===== config.mk =====
export PLATFORM = sky130hd
export DESIGN_NAME = inst_loader
export DESIGN_NICKNAME = d
export VERILOG_FILES = /design/src/rtl/inst_loader.sv
export SDC_FILE = /design/constraint.sdc
export NUM_CORES = 1
export LEC_CHECK = 0
export ABC_CLOCK_PERIOD_IN_PS = 4800
export CAP_MARGIN = 10
export CORE_ASPECT_RATIO = 0.8
export CORE_MARGIN = 1.5
export CORE_UTILIZATION = 62
export DETAILED_ROUTE_END_ITERATION = 12
export GPL_ROUTABILITY_DRIVEN = 1
export GPL_TIMING_DRIVEN = 0
export PLACE_DENSITY_LB_ADDON = 0.08
export SYNTH_ARGS = -nofsm -noshare
export SYNTH_HDL_FRONTEND = slang
export SYNTH_SLANG_ARGS = --single-unit

===== constraint.sdc =====
create_clock -name clk_100mhz -period 4.8 [get_ports clk_100mhz]
set_input_delay 0.96 -clock clk_100mhz [delete_from_list [all_inputs] [get_ports clk_100mhz]]
set_output_delay 0.96 -clock clk_100mhz [all_outputs]
set_load 0.01 [all_outputs]

===== src/rtl/inst_loader.sv =====
// Boot loader: receives a length-prefixed program over a byte stream, writes it
// word by word into instruction memory and releases the processor on a good checksum.
module inst_loader #(
  parameter int MAX_WORDS      = 4096,
  parameter int TIMEOUT_CYCLES = 1000000
) (
  input  logic        clk_100mhz,
  input  logic        rst_in,
  input  logic [7:0]  byte_in,
  input  logic        byte_valid_in,
  output logic [31:0] inst_out,
  output logic [11:0] inst_addr_out,
  output logic        inst_we_out,
  output logic        busy_out,
  output logic        done_out,
  output logic        error_out,
  output logic        proc_rst_out
);

  localparam int              TW       = $clog2(TIMEOUT_CYCLES + 1);
  localparam logic [TW-1:0]   TO_LIMIT = TW'(TIMEOUT_CYCLES - 1);
  localparam logic [16:0]     MAX_N    = 17'(MAX_WORDS);

  typedef enum logic [2:0] {
    S_IDLE   = 3'd0,
    S_LEN_HI = 3'd1,
    S_DATA   = 3'd2,
    S_CHECK  = 3'd3,
    S_DONE   = 3'd4,
    S_ERROR  = 3'd5
  } state_t;

  state_t        r_state;
  logic [7:0]    r_len_lo;
  logic [15:0]   r_len;
  logic [15:0]   r_word_idx;
  logic [1:0]    r_lane;
  logic [23:0]   r_buf;
  logic [7:0]    r_chk;
  logic [TW-1:0] r_to_cnt;
  logic [31:0]   r_inst;
  logic [11:0]   r_addr;
  logic          r_we;

  logic [15:0]   w_len;
  logic          w_len_ok;
  logic          w_last_word;
  logic          w_timeout;

  assign w_len       = {byte_in, r_len_lo};
  assign w_len_ok    = (w_len != 16'd0) && ({1'b0, w_len} <= MAX_N);
  assign w_last_word = (r_word_idx == (r_len - 16'd1));
  assign w_timeout   = (r_to_cnt == TO_LIMIT);

  // Loader FSM with byte assembly, checksum, timeout and write strobe generation.
  always_ff @(posedge clk_100mhz) begin
    if (rst_in) begin
      r_state    <= S_IDLE;
      r_len_lo   <= 8'd0;
      r_len      <= 16'd0;
      r_word_idx <= 16'd0;
      r_lane     <= 2'd0;
      r_buf      <= 24'd0;
      r_chk      <= 8'd0;
      r_to_cnt   <= '0;
      r_inst     <= 32'd0;
      r_addr     <= 12'd0;
      r_we       <= 1'b0;
    end else begin
      r_we <= 1'b0;
      case (r_state)
        S_IDLE: begin
          if (byte_valid_in) begin
            r_len_lo <= byte_in;
            r_to_cnt <= '0;
            r_state  <= S_LEN_HI;
          end
        end
        S_LEN_HI: begin
          if (byte_valid_in) begin
            r_to_cnt <= '0;
            if (w_len_ok) begin
              r_len      <= w_len;
              r_word_idx <= 16'd0;
              r_lane     <= 2'd0;
              r_chk      <= 8'd0;
              r_state    <= S_DATA;
            end else begin
              r_state <= S_ERROR;
            end
          end else if (w_timeout) begin
            r_state <= S_ERROR;
          end else begin
            r_to_cnt <= r_to_cnt + TW'(1);
          end
        end
        S_DATA: begin
          if (byte_valid_in) begin
            r_to_cnt <= '0;
            r_chk    <= r_chk ^ byte_in;
            r_lane   <= r_lane + 2'd1;
            case (r_lane)
              2'd0: r_buf[7:0]   <= byte_in;
              2'd1: r_buf[15:8]  <= byte_in;
              2'd2: r_buf[23:16] <= byte_in;
              default: begin
                // Fourth byte completes the word; strobe it out next cycle.
                r_inst     <= {byte_in, r_buf};
                r_addr     <= r_word_idx[11:0];
                r_we       <= 1'b1;
                r_word_idx <= r_word_idx + 16'd1;
                if (w_last_word) begin
                  r_state <= S_CHECK;
                end
              end
            endcase
          end else if (w_timeout) begin
            r_state <= S_ERROR;
          end else begin
            r_to_cnt <= r_to_cnt + TW'(1);
          end
        end
        S_CHECK: begin
          if (byte_valid_in) begin
            r_to_cnt <= '0;
            r_state  <= (byte_in == r_chk) ? S_DONE : S_ERROR;
          end else if (w_timeout) begin
            r_state <= S_ERROR;
          end else begin
            r_to_cnt <= r_to_cnt + TW'(1);
          end
        end
        S_DONE:  r_state <= S_DONE;
        S_ERROR: r_state <= S_ERROR;
        default: r_state <= S_IDLE;
      endcase
    end
  end

  assign inst_out      = r_inst;
  assign inst_addr_out = r_addr;
  assign inst_we_out   = r_we;
  assign busy_out      = (r_state == S_LEN_HI) || (r_state == S_DATA) || (r_state == S_CHECK);
  assign done_out      = (r_state == S_DONE);
  assign error_out     = (r_state == S_ERROR);
  assign proc_rst_out  = (r_state != S_DONE);

endmodule


; Word-level counts from Yosys, hierarchy flattened
; Cells that the tools add are included.
[totals]
in_bits = 11
latch_bits = 0
rom_bits = 0
memories = 0
word_cells = 90
ramBits = 0
output_inout_bits = 49
reg_bits = 142
[op_classes]
reduce_logical = 21
magnitude_cmp = 1
eq_ne = 19
add_sub_neg = 4
n_mul = 0
div_mod_pow = 0
n_bitwise = 4
shift = 0
muxes = 28
[op_table]
columns = operator, n
row1 = $mux 16, 4
row2 = $mux 20, 3
row3 = $pmux 20 s2, 1
row4 = $pmux 16 s2, 1
row5 = $mux 3, 8
row6 = $mux 8, 3
row7 = $reduce_and 3->1, 7
row8 = $add 20x1->20 const B, 1
row9 = $eq 20x20->1 const B, 1
row10 = $pmux 3 s6, 1
row11 = $add 16x1->16 const B, 1
row12 = $eq 16x16->1, 1
row13 = $le 16x13->1 const B, 1
row14 = $pmux 8 s2, 1
row15 = $reduce_bool 16->1, 1
row16 = $sub 16x1->16 const B, 1
row17 = $ne 3x3->1 const B, 4
row18 = $ne 2x2->1 const B, 5
row19 = $reduce_or 3->1, 3
row20 = $eq 8x8->1, 1
row21 = $xor 8x8->8, 1
row22 = $eq 3x2->1 const B, 2
row23 = $eq 3x3->1 const B, 2
row24 = $mux 2, 3
row25 = other kinds (15), 20

; Logic depth before layout (Yosys ltp)
[logic_depth]
depth_word = 6
mapped_depth = 9
depth_no_buf = 8

; Worst setup path before layout
; Ideal clock, no wire load.
[synth_path]
kind = input to register
start = in byte_in[0]
end = reg r_word_idx[4]
arrival_time_ns = 2.840
required_ns = 4.686
setup_time_ns = 0.114
stages = 8
path_buffers = 2
slack_ns = 1.846
cell_sequence = buf_4 -> or4_4 -> or4_4 -> and3_1 -> buf_6 -> o2111ai_2 -> xor2_1 -> nor2_1
[synth_between]
elab_chain_cells = 4
word_cells_on_any_way = 5
cone_classes = 1 x order compare / 1 x eq/ne / 3 x reduce/logical
[synth_rtl]
columns = element, line_no
row1 = "start, declared", 9  ; input logic [7:0] byte_in,
row2 = $le 16x13->1 or $reduce_bool 16->1 (tied branches), 51  ; assign w_len_ok = (w_len != 16'd0) && ({1'b0, w_len} <= MAX_N);
row3 = $logic_and 1x1->1 *, 51
row4 = $ne 2x2->1 (no source line) *, n/a
row5 = $reduce_and 5->1 (no source line) *, n/a
row6 = "end signal, assigned", 111  ; r_word_idx <= r_word_idx + 16'd1;
row7 = "end, declared", 36  ; logic [15:0] r_word_idx;
; Every way passes the cells marked *; elsewhere a longest branch is shown, timed or not.
; A chain may end at the register's enable or synchronous reset.

; Final worst setup path
[layout_path]
start = in byte_valid_in
end = reg r_inst[23], in the netlist inst_out[23]
[layout_between]
elab_chain_cells = 1
[layout_rtl]
columns = element, line_no
row1 = "start, declared", 10  ; input logic byte_valid_in,
row2 = $reduce_and 3->1 (no source line), n/a
row3 = "end signal, assigned", 108  ; r_inst <= {byte_in, r_buf};
row4 = "end, declared", 41  ; logic [31:0] r_inst;
; Every way passes these cells.

==> flow_summary.json <==
{
  "fp.dieH_um": 94.43,
  "clkLatencyLatePin_ns": 0.42,
  "max_slew_margin_pct": 43.98,
  "cts.sinks": 142,
  "finalNetCount": 910,
  "ys_seq_elements": 142,
  "p_int_mw": 2.040,
  "timing.final.crit_share_pct": 69.59,
  "layout_setup_ws_ns": 1.460,
  "ys.flop_type": "dfxtp_1",
  "wire_per_inst_um": 16.07,
  "cpMostUsedCell": "clkbuf_1",
  "die_area_um2": 11080,
  "h-tree-depth": 4,
  "hpwl_um": 11700,
  "hp-class": "reg2reg",
  "ys_seq_area_share_pct": 43.88,
  "first_pass_iters": 5,
  "tritoncts": "yes",
  "synthArstFlopShare_pct": 0,
  "worstPathArrival_ns": 3.69,
  "multi_input_area_um2": 3307,
  "netlist_area_um2": 6479,
  "pwr-share-seq_pct": 44.7,
  "ios": 60,
  "pwr-share-clk_pct": 51.2,
  "critPathRequiredTime_ns": 5.15,
  "leakagePower_nw": 2.572,
  "crit_slowest_cell": "clkdlybuf4s50_1",
  "cts_buffer_depth": 2,
  "grt_pass1_wl_um": 27310,
  "synth_nets": 839,
  "pre_cts_ws_ns": 1.052,
  "via_per_inst": 5.834,
  "avgSynthCellArea_um2": 7.891,
  "yosys_warnings": 0,
  "stdcell_count": 1045,
  "grt_overflow": 0,
  "max_slew.worst_pin.slew_ns": 0.8339,
  "crit_chain": "clkdlybuf4s50_1 > nand2b_1 > clkbuf_1 > nor3_2 > and2_1 > clkbuf_1 > clkbuf_1 > nand2_1 > a21oi_1",
  "switchingPower_uw": 621.2,
  "final_cell_mix": "nand2_1 (182), dfxtp_1 (142), a21oi_1 (119)",
  "num_rows": 33,
  "max_cap_violations": 0,
  "path_class": "in2reg",
  "setup_viol": 0,
  "portBuffers": 52,
  "wl_um": 16790,
  "grt_max_degree": 17,
  "finalHoldViolations": 0,
  "dr.first_iter.drc_count": 541,
  "diodes": 0,
  "worst_clock_skew_ns": 0.005789,
  "synthCells": 821,
  "cts_buffers": 17,
  "grt_usage_pct": 31.82,
  "start_kind": "input port",
  "initial_utilization_pct": 63.53,
  "holdBufCountCts": 0,
  "min_period_ns": 3.340,
  "slowest_delay_ns": 0.67,
  "max_freq_mhz": 299.4,
  "netlist.area_leader.share_pct": 43.88,
  "yosysUniqueCellTypes": 59,
  "synth_edf_count": 0,
  "coreArea_um2": 10200,
  "comb_power_share_pct": 4.0,
  "gp_congestion": 0.9293,
  "n_fill_cell": 753,
  "cp-end-kind": "flop",
  "cts_resized": 0,
  "placed_area_um2": 7174,
  "vias": 6097,
  "die_w_um": 117.3,
  "worstPathMaxFanout": 10,
  "grt_pass1_vias": 5684,
  "postCtsSetupRepairBufs": 0,
  "tns_ns": 0,
  "clkSlewWorstSetupHoldPaths_ns": 0.06,
  "final_max_slew_viol_count": 0,
  "drtAntennaViolNets": 0,
  "regArea_um2": 2843,
  "route.detailed.drc": 0,
  "design_area_um2": 7787,
  "drive_gt1_share_pct": 6.961,
  "syn_to_final_growth_pct": 20.20,
  "power.density_nw_per_um2": 341.7,
  "synthTopCellsByArea": "dfxtp_1 (44%), nand2_1 (11%), a21oi_1 (9.2%)",
  "root_buffer": "clkbuf_16",
  "ir_drop_v": 0.0002841,
  "p_sw_share_pct": 23.34,
  "dp_cells": 1013,
  "rsz0062_at_grt": "no",
  "status": "finished, final reports clean",
  "synth_top_area_cell": "dfxtp_1",
  "layout_commonest_cell": "nand2_1",
  "antenna_found_initial": 0,
  "holdWs_ns": 0.4538
}
## critical path, delay by kind of cell
kind	cells	cell delay, ns
buf+inv	4	1.74
compound gates	1	0.14
simple gates	4	0.86
## metal layers
metal  wire [um]  track usage (%)  up-vias
li1            -                -     2959
met1        7053            41.08     2862
met2        8035            52.42      253
met3        1506            8.216       23
met4         193            9.739        0
met5           0                0        -
## through the flow
step / util (%) / total power [mW]
final: 76.36 / 2.661
after global routing: 76.36 / 2.731
after CTS: 76.36 / 2.661
after detailed placement: 70.35 / 1.321
after global placement: 70.35 / 1.318
after floorplan: - / 1.286
## cells in the mapped netlist, types with 3 or more instances
master and number:
a2111oi_2 3, a211o_1 3, a211oi_1 17, a21oi_1 119, a31o_2 3, and2_1 5, and3_1 3, and4_1 4
buf_1 6, buf_2 8, clkbuf_1 44, dfxtp_1 142, ha_1 7, inv_1 17, mux2i_1 3, nand2_1 182
nand2b_1 4, nand3_1 46, nand3b_1 8, nand4_1 9, nor2_1 55, nor2b_1 3, nor3_1 7, nor4_1 7
nor4b_1 3, o21ai_0 15, o31ai_1 3, or3_1 6, or4_1 4, or4_4 3, xnor2_1 35, xor2_1 14
## power groups by stage
stage          Clock [mW]  Sequential [mW]  Combinational (mW)
4_1_cts              1.37             1.19               0.105
5_1_grt              1.42             1.19               0.117
2_1_floorplan           0             1.22              0.0710
3_3_place_gp            0             1.22               0.102
3_5_place_dp            0             1.22               0.104
6_report             1.36             1.19               0.107
## area by class of cell
| type | instances | area share [%] |
|---|---|---|
| multi-input cells | 600 | 42.46 |
| flip-flops and latches | 142 | 36.50 |
| repair buffers | 52 | 6.684 |
| clock buffers | 17 | 5.463 |
| plain buffers | 62 | 3.406 |
| clock inverters | 15 | 2.410 |
| well taps | 140 | 2.249 |
| inverters | 17 | 0.8194 |
## cells by family (layout without fill, tap and decap cells)
family	after synthesis	count (layout)	share of synthesized area (%)
adders and majority gates	7	7	1.352
AOI/OAI and AO/OA	182	182	16.90
muxes	3	3	0.4635
xor gates and xnor gates	49	49	6.624
DFF	142	142	43.88
and+or+nand+nor	359	359	25.71
buffers and inverters	79	163	5.079
## flip-flops by register name (all words and copies together) (netlist names)
signal / count
inst_out: 32
r_buf: 24
r_to_cnt: 20
r_len: 16
r_word_idx: 16
inst_addr_out: 12
r_chk: 8
r_len_lo: 8
r_state: 3
r_lane: 2
inst_we_out: 1
## final timing paths
check	end	start	slack (ns)	cells past startpoint
worst max register to register	r_state[0]$_SDFFE_PP0P_	r_len[0]$_SDFFE_PP0P_	2.16	9
worst max-delay path	inst_out[23]$_SDFFE_PP0P_	byte_valid_in	1.46	9
worst min register to register	inst_out[11]$_SDFFE_PP0P_	inst_out[11]$_SDFFE_PP0P_	0.45	2
worst min-delay path	inst_out[11]$_SDFFE_PP0P_	inst_out[11]$_SDFFE_PP0P_	0.45	2
No activity file was read; power rests on OpenSTA's default activity.
